### src/rtl/msg_word_serializer_pkg.sv
// Shared constants for the message-to-word serializer: header field layout,
// word/message widths, default depth and FSM state encodings.
package msg_word_serializer_pkg;

    localparam int WORD_W            = 32;
    localparam int MSG_W             = 128;
    localparam int MAX_WORDS_DEFAULT = 4;

    localparam int LEN_LSB  = 0;
    localparam int LEN_W    = 16;
    localparam int METH_LSB = 16;
    localparam int METH_W   = 16;

    localparam logic [0:0] ST_IDLE = 1'b0;
    localparam logic [0:0] ST_SEND = 1'b1;

endpackage

### src/rtl/msg_word_serializer.sv
// Accepts a whole 128-bit message and emits it as 32-bit words, header first,
// with downstream backpressure, zero-bubble back-to-back and sticky length error.
module msg_word_serializer
    import msg_word_serializer_pkg::*;
#(
    parameter int MAX_WORDS = MAX_WORDS_DEFAULT
) (
    input  logic              CLK,
    input  logic              RST,
    input  logic              in_enq__ENA,
    input  logic [MSG_W-1:0]  in_enq_v,
    output logic              in_enq__RDY,
    output logic              out_enq__ENA,
    output logic [WORD_W-1:0] out_enq_v,
    output logic              out_enq_last,
    input  logic              out_enq__RDY,
    output logic              err
);

    localparam int IDX_W = (MAX_WORDS > 1) ? $clog2(MAX_WORDS) : 1;
    localparam int CNT_W = $clog2(MAX_WORDS + 1);
    localparam logic [LEN_W-1:0] MAX_LEN = LEN_W'(MAX_WORDS);

    logic [0:0]       state;
    logic [MSG_W-1:0] msg;
    logic [IDX_W-1:0] idx;
    logic [CNT_W-1:0] cnt;
    logic             err_q;

    logic [LEN_W-1:0] len;
    logic             len_zero;
    logic             len_big;
    logic             on_last;
    logic             word_taken;
    logic             accept;

    assign len      = in_enq_v[LEN_LSB +: LEN_W];
    assign len_zero = (len == '0);
    assign len_big  = (len > MAX_LEN);

    assign on_last    = (state == ST_SEND) && (CNT_W'(idx) == (cnt - CNT_W'(1)));
    assign word_taken = (state == ST_SEND) && out_enq__RDY && !RST;
    assign accept     = in_enq__ENA && in_enq__RDY;

    // Outputs are forced quiet while reset is held so a half-sent message never leaks out.
    assign in_enq__RDY  = (state == ST_IDLE) || (on_last && out_enq__RDY);
    assign out_enq__ENA = word_taken;
    assign out_enq_last = word_taken && on_last;
    assign out_enq_v    = RST ? '0 : msg[WORD_W*idx +: WORD_W];
    assign err          = err_q;

    // A valid new message always wins over retiring the last word, which gives
    // the zero-bubble hand-over; a zero-length message falls through to retire.
    always_ff @(posedge CLK) begin
        if (RST) begin
            state <= ST_IDLE;
            msg   <= '0;
            idx   <= '0;
            cnt   <= '0;
            err_q <= 1'b0;
        end else begin
            if (accept && (len_zero || len_big)) begin
                err_q <= 1'b1;
            end
            if (accept && !len_zero) begin
                state <= ST_SEND;
                msg   <= in_enq_v;
                idx   <= '0;
                cnt   <= len_big ? CNT_W'(MAX_WORDS) : len[CNT_W-1:0];
            end else if (word_taken) begin
                if (on_last) begin
                    state <= ST_IDLE;
                    idx   <= '0;
                end else begin
                    idx <= idx + IDX_W'(1);
                end
            end
        end
    end

endmodule

### config.mk
export PLATFORM = sky130hd
export DESIGN_NAME = msg_word_serializer
export DESIGN_NICKNAME = d
export VERILOG_FILES = /design/src/rtl/msg_word_serializer_pkg.sv /design/src/rtl/msg_word_serializer.sv
export SDC_FILE = /design/constraint.sdc
export NUM_CORES = 1
export LEC_CHECK = 0
export CAP_MARGIN = 20
export CORE_MARGIN = 3
export CORE_UTILIZATION = 38
export CTS_CLUSTER_DIAMETER = 100
export DETAILED_ROUTE_END_ITERATION = 8
export SETUP_SLACK_MARGIN = 0.5
export SLEW_MARGIN = 20
export SYNTH_ARGS = -nofsm -noshare
export SYNTH_HDL_FRONTEND = slang
export SYNTH_SLANG_ARGS = --single-unit
### constraint.sdc
create_clock -name CLK -period 2.35 [get_ports CLK]
set_input_delay 0.47 -clock CLK [delete_from_list [all_inputs] [get_ports CLK]]
set_output_delay 0.47 -clock CLK [all_outputs]
set_load 0.02 [all_outputs]
==> flow_summary.ini, run 1 <==
[power]
pwr_density_cell_mw_per_mm2 = 617
ir_worst_vdd_mv = 0.521
total_leakage_power_nw = 4.47

[sta]
drv_slew = 0
period_share_pct = 102
setup_violations = 11
fin_ws_ps = -37.1
grt_setup_unrepaired = true
hold_viol = 0
fin_worst_skew_ps = 9.88
fmax_mhz = 419
relSlewSlack_pct = 71.6
worst_pin_slew_ps = 422
fin_crit_ps = 2390

[global_routing]
grt_busiest_layer = met2
grt_max_degree = 90
use_met2_pct = 33.7
antenna_found_initial = 3
grtUsageTotal_pct = 20.5
grt_pass1_vias = 5914
grt_pass1_wl_mm = 32.7
globalRouteOverflowTotal = 0
met1_usage_pct = 27.0
use_met3_pct = 4.66

[clock_network]
cts-buffers-inserted = 17
insertion_delay_ps = 420
clockRootBuffer = clkbuf_16
clk_pin_slew_worst_paths_ps = 60
htreeDepth = 4
cts_buffer_depth = 2
cts_tree = done
clock_sink_count = 135
holdBufCountCts = 0

[setup_path]
regToRegStartpoint = idx[0]$_SDFFE_PP0P_
cp_data_required_time_ps = 1880
cp-end-kind = output pin
timing.critical_path.fanout_max = 6
critPathKind = reg2out
worstSetupStartpointType = register
rr_worst_depth = 12
worstPathArrival_ps = 1920
crit_path_start = idx[0]$_SDFFE_PP0P_
timing.rr.end = msg[71]$_SDFFE_PP0P_
rrSetupSlack_ps = -10

[cells_and_area]
drive_gt1_share_pct = 26.2
fin_util_pct = 60.7
fin_area_mm2 = 0.0114
syn2layout_area_growth_pct = 56.2
multi_input_area_mm2 = 0.00440
n_fill_cell = 1500
regArea_mm2 = 0.00271
nNetsFinal = 1046

[placement]
io_buffers = 167
gp_congestion = 0.776
hpwl_mm = 12.0
place_area_mm2 = 0.00917

[synthesis]
synth_cells = 685
synthesis.area_mm2 = 0.00730
yosysWarnings = 0
ys_ff_latch = 135
synth_edf_count = 0
ys_top_cells_by_count = nand2b_1 (260), dfxtp_1 (135), mux2i_1 (130), clkbuf_1 (35)
synth_nets = 818
synth.most_common_cell = nand2b_1
synth_top_area_share_pct = 37.0
synthFlopType = dfxtp_1
synthDistinctLibCells = 38
synth_top_cell_by_area = dfxtp_1
seq_area_frac_synth_pct = 37.0
async_reset_ff_share_pct = 0
synth.avg_cell_area_um2 = 10.7
synth_area_leaders = dfxtp_1 (37%), nand2b_1 (22%), mux2i_1 (18%)

[min_path]
worstHoldPathType = in2reg
whs_endpoint = state$_SDFFE_PP0P_
worstHoldStart = RST
hold_depth = 2

[floorplan]
die_area_mm2 = 0.0209
die_h_um = 145
io_pins = 168
core-area_mm2 = 0.0188
start_util_pct = 38.9
rows = 50
fp.dieW_um = 145

[detailed_routing]
num_vias = 5615
firstDrtPassIters = 4
drt_iter0_drc = 195
antenna_left = 0
drc = 0
wl_mm = 21.2
viasPerCell = 4.84
drt-wirelength-per-cell_um = 18.3

[outcome]
outcome = finished with violations
violations = negative setup slack

[run]
drv_cap = 0
==> layout by cell type, fill, tap and decap left out, types with 4 or more instances in the layout <==
cell / Yosys / layout
bufinv_16: 0 / 6
mux4_2: 32 / 32
clkdlybuf4s50_1: 0 / 129
clkbuf_16: 0 / 17
buf_4: 1 / 35
buf_8: 1 / 5
buf_12: 11 / 18
dfxtp_1: 135 / 132
buf_6: 4 / 46
nor2b_1: 32 / 11
inv_1: 5 / 4
buf_16: 0 / 27
mux2i_1: 130 / 126
nand2b_1: 260 / 259
nor2b_4: 1 / 21
==> layer usage <==
layer  wire, µm  up-vias
met4        317        4
met5         30        -
met2      10400      142
met3        858       31
met1       9600     2672
li1           -     2766
==> per-stage QoR <==
step	hold WS (ps)	setup TNS (ps)	total power (W)	worst slack (ps)	std cells
global route	398	-4460	0.00728	-101	1161
global placement	455	-5.49	0.00352	-5.49	1061
CTS	373	-442	0.00701	-55.3	1152
detailed placement	460	-6200	0.00354	-82.1	1061
finish	394	-173	0.00703	-37.1	1161
floorplan	445	0	0.00315	419	685
==> worst max-delay path by stage <==
| stage | cells after the start | slack, ps | endpoint |
|---|---|---|---|
| 2_1_floorplan | 4 | 420 | out_enq_v[10] |
| 3_3_place_gp | 4 | -5 | out_enq_last |
| 3_5_place_dp | 7 | -80 | msg[102]$_SDFFE_PP0P_ |
| 4_1_cts | 5 | -60 | out_enq_v[19] |
| 5_1_grt | 5 | -100 | out_enq_v[10] |
| 6_report | 5 | -40 | out_enq_v[10] |
==> cells by family (layout without fill, tap and decap cells) <==
| kind of cell | Yosys count | in the layout | synth area share (%) |
|---|---|---|---|
| flip-flops | 135 | 135 | 37.0 |
| buffers and inverters | 61 | 302 | 6.26 |
| multiplexers | 162 | 162 | 27.7 |
| AO/OA/AOI/OAI | 12 | 12 | 1.32 |
| adder cells (fa/ha/maj) | 1 | 1 | 0.171 |
| XOR/XNOR | 4 | 4 | 0.686 |
| AND/OR/NAND/NOR | 310 | 310 | 26.9 |
| other | 0 | 1 | 0 |
==> what timing repair did <==
item | CTS | global route
gates resized for setup | 277 | 43
pin swaps | 5 | 5
endpoints found under the setup margin | 169 | 169
endpoints found under the hold margin | 0 | 0
gates cloned | 24 | 0
setup buffers | 35 | 8
==> worst max-delay path, stage by stage (launching register included) <==
cell and delay (ps):
dfxtp_4 430, buf_12 130, buf_16 120, mux4_2 490
nor2b_1 140, buf_4 170
==> cell type report <==
cell class / instances / share of cell area (%)
multi-input combinational: 489 / 38.6
timing repair buffer: 265 / 28.8
sequential: 135 / 23.8
clock buffer: 20 / 4.09
tap: 234 / 2.57
clock inverter: 12 / 1.93
inverter: 5 / 0.165
antenna: 1 / 0.0219
==> registers in the layout, summed over array words and instances (netlist names) <==
name / flops
cnt: 3
idx: 2
err: 1
msg: 128
state: 1
==> power breakdown <==
group | internal, W | switching, W | leakage [nW] | total, W
logic | 0.000898 | 0.000521 | 3.03 | 0.00142
clock network | 0.00208 | 0.00102 | 0.336 | 0.00310
registers | 0.00243 | 0.0000800 | 1.11 | 0.00251
Note: power is estimated with default switching activity, not from simulation.
==> inputs of run 2 (changes only) <==
--- a/config.mk
+++ b/config.mk
@@ -7,9 +7,10 @@
 export LEC_CHECK = 0
 export CAP_MARGIN = 20
 export CORE_MARGIN = 3
-export CORE_UTILIZATION = 38
+export CORE_UTILIZATION = 51
 export CTS_CLUSTER_DIAMETER = 100
 export DETAILED_ROUTE_END_ITERATION = 8
+export PLACE_DENSITY = 0.81
 export SETUP_SLACK_MARGIN = 0.5
 export SLEW_MARGIN = 20
 export SYNTH_ARGS = -nofsm -noshare
==> flow_summary.ini, run 2 (same netlist as run 1, synthesis figures left out) <==
[outcome]
outcome = finished with violations
violations = negative setup slack

[sta]
setup_violations = 9
fin_worst_skew_ps = 8.08
fin_ws_ps = -55.5
relSlewSlack_pct = 77.4
period_share_pct = 102
worst_pin_slew_ps = 336
whs_ps = 468
fin_setup_tns_ps = -317
grt_setup_unrepaired = true
fin_crit_ps = 2410
drv_slew = 0
fmax_mhz = 416
hold_viol = 0

[cells_and_area]
drive_gt1_share_pct = 22.9
reg.largest.list = msg x128, cnt x3, idx x2
syn2layout_area_growth_pct = 45.8
largest_reg_flops = 128
final_cell_mix = nand2b_1 (259), dfxtp_1 (132), clkdlybuf4s50_1 (129), mux2i_1 (128), buf_4 (36)
layout_commonest_cell = nand2b_1
fin_cells = 1083
diodes = 0
nNetsFinal = 1024
top_register = msg

[detailed_routing]
num_vias = 5605
viasPerCell = 5.18
drc = 0
drt-wirelength-per-cell_um = 17.8
firstDrtPassIters = 4
wl_mm = 19.3
antenna_left = 0
drt_iter0_drc = 304

[clock_network]
cts_buffer_depth = 2
clock_sink_count = 135
cts-buffers-inserted = 17
htreeDepth = 4
holdBufCountCts = 0
cts_tree = done
insertion_delay_ps = 430
clk_pin_slew_worst_paths_ps = 60
clockRootBuffer = clkbuf_16

[global_routing]
grt_max_degree = 53
antenna_found_initial = 0
grt_pass1_wl_mm = 29.4
globalRouteOverflowTotal = 0
grtUsageTotal_pct = 23.2
grt_pass1_vias = 5829

[power]
ir_worst_vdd_mv = 0.469
finalPower_w = 0.00630
total_leakage_power_nw = 4.19
pwr_density_cell_mw_per_mm2 = 592

[setup_path]
cp_top_family = buffers and inverters
timing.rr.end = msg[100]$_SDFFE_PP0P_
crit_path_top_delay_cell = mux4_2
cp_cell_sequence = buf_12 -> buf_12 -> buf_6 -> mux4_2 -> nor2b_4 -> buf_6
cp-end-kind = output pin
regToRegStartpoint = idx[0]$_SDFFE_PP0P_
timing.critical_path.fanout_max = 7
cpPeakStageDelay_ps = 490
worstSetupStartpointType = register
worstPathArrival_ps = 1940
path_buf_inv = 4
rr_worst_depth = 12
cp_data_required_time_ps = 1880
critPathKind = reg2out
rrSetupSlack_ps = 70

[placement]
gp_congestion = 0.843
io_buffers = 167
dpl.cell_count = 1023
hpwl_mm = 12.5

[min_path]
worstHoldPathType = reg2reg
whs_endpoint = msg[89]$_SDFFE_PP0P_
hold_depth = 2
worstHoldStart = msg[89]$_SDFFE_PP0P_

[floorplan]
die_h_um = 126
io_pins = 168
core-area_mm2 = 0.0139
fp.dieW_um = 126
rows = 43
die_area_mm2 = 0.0158
start_util_pct = 52.4

[run]
drv_cap = 0
==> run 2: cell types whose count changed in the layout (fill, tap and decap cells not counted), moves of 2 or more <==
cell       before  now
bufinv_16       6    1
mux2i_4         2    0
nor3_2          2    0
nor2b_4        21   15
clkinv_2        3    6
buf_16         27    7
mux2i_1       126  128
clkbuf_16      17   23
buf_6          46   26
nor2b_1        11   18
buf_12         18   24
nor3_1          0    2
buf_2           3    8
==> run 2: where the power goes <==
group | switching (W) | internal, W | total [W]
sequential | 0.0000838 | 0.00244 | 0.00252
clock | 0.000983 | 0.00155 | 0.00253
combinational | 0.000466 | 0.000784 | 0.00125
total | 0.00153 | 0.00477 | 0.00630
==> run 2: area by class of cell <==
| type | count | area, µm² |
|---|---|---|
| timing repair buffer | 243 | 2810 |
| clock buffer | 22 | 484 |
| tap | 180 | 225 |
| fill | 910 | 3290 |
| sequential | 135 | 2710 |
| clock inverter | 9 | 75.1 |
| multi-input combinational | 489 | 4320 |
| inverter | 5 | 18.8 |
==> run 2: what timing repair did <==
action,CTS,global route
cloned,7,6
pin swaps,0,3
setup buffers,13,3
gates resized for setup,201,48
setup endpoints to repair,164,169
==> run 2: stage by stage <==
stage               area, µm²  setup slack (ps)  utilization [%]
floorplan                7320               419                -
global placement         9330              7.03             67.0
detailed placement       9330             -58.1             67.0
CTS                     10300             -71.0             73.6
global route            10600              -107             76.4
finish                  10600             -55.5             76.4
==> run 2: worst max path at each step <==
stage                   startpoint                    end  slack, ps  depth (start not counted)
6_report       idx[0]$_SDFFE_PP0P_          out_enq_v[13]        -60                          6
5_1_grt        idx[0]$_SDFFE_PP0P_          out_enq_v[13]       -110                          6
4_1_cts        idx[0]$_SDFFE_PP0P_          out_enq_v[22]        -70                          6
3_5_place_dp          in_enq_v[10]  msg[100]$_SDFFE_PP0P_        -60                          8
3_3_place_gp          out_enq__RDY           out_enq_last          7                          4
2_1_floorplan  idx[0]$_SDFFE_PP0P_          out_enq_v[10]        420                          4
==> run 2: per-layer routing <==
layer | GRT usage (%) | wire, µm | vias to the layer above
li1 | - | - | 2702
met1 | 28.9 | 7920 | 2714
met2 | 40.2 | 10200 | 162
met3 | 5.22 | 910 | 27
met4 | 7.08 | 304 | 0
met5 | 0 | 0 | -
==> run 2: worst register-to-register path, delay by kind of cell (launching register included) <==
kind,cells,cell delay (ps)
flip-flops,1,360
AND/OR/NAND/NOR,1,150
AO/OA/AOI/OAI,1,240
multiplexers,1,220
buffers and inverters,8,1090
XOR/XNOR,1,140
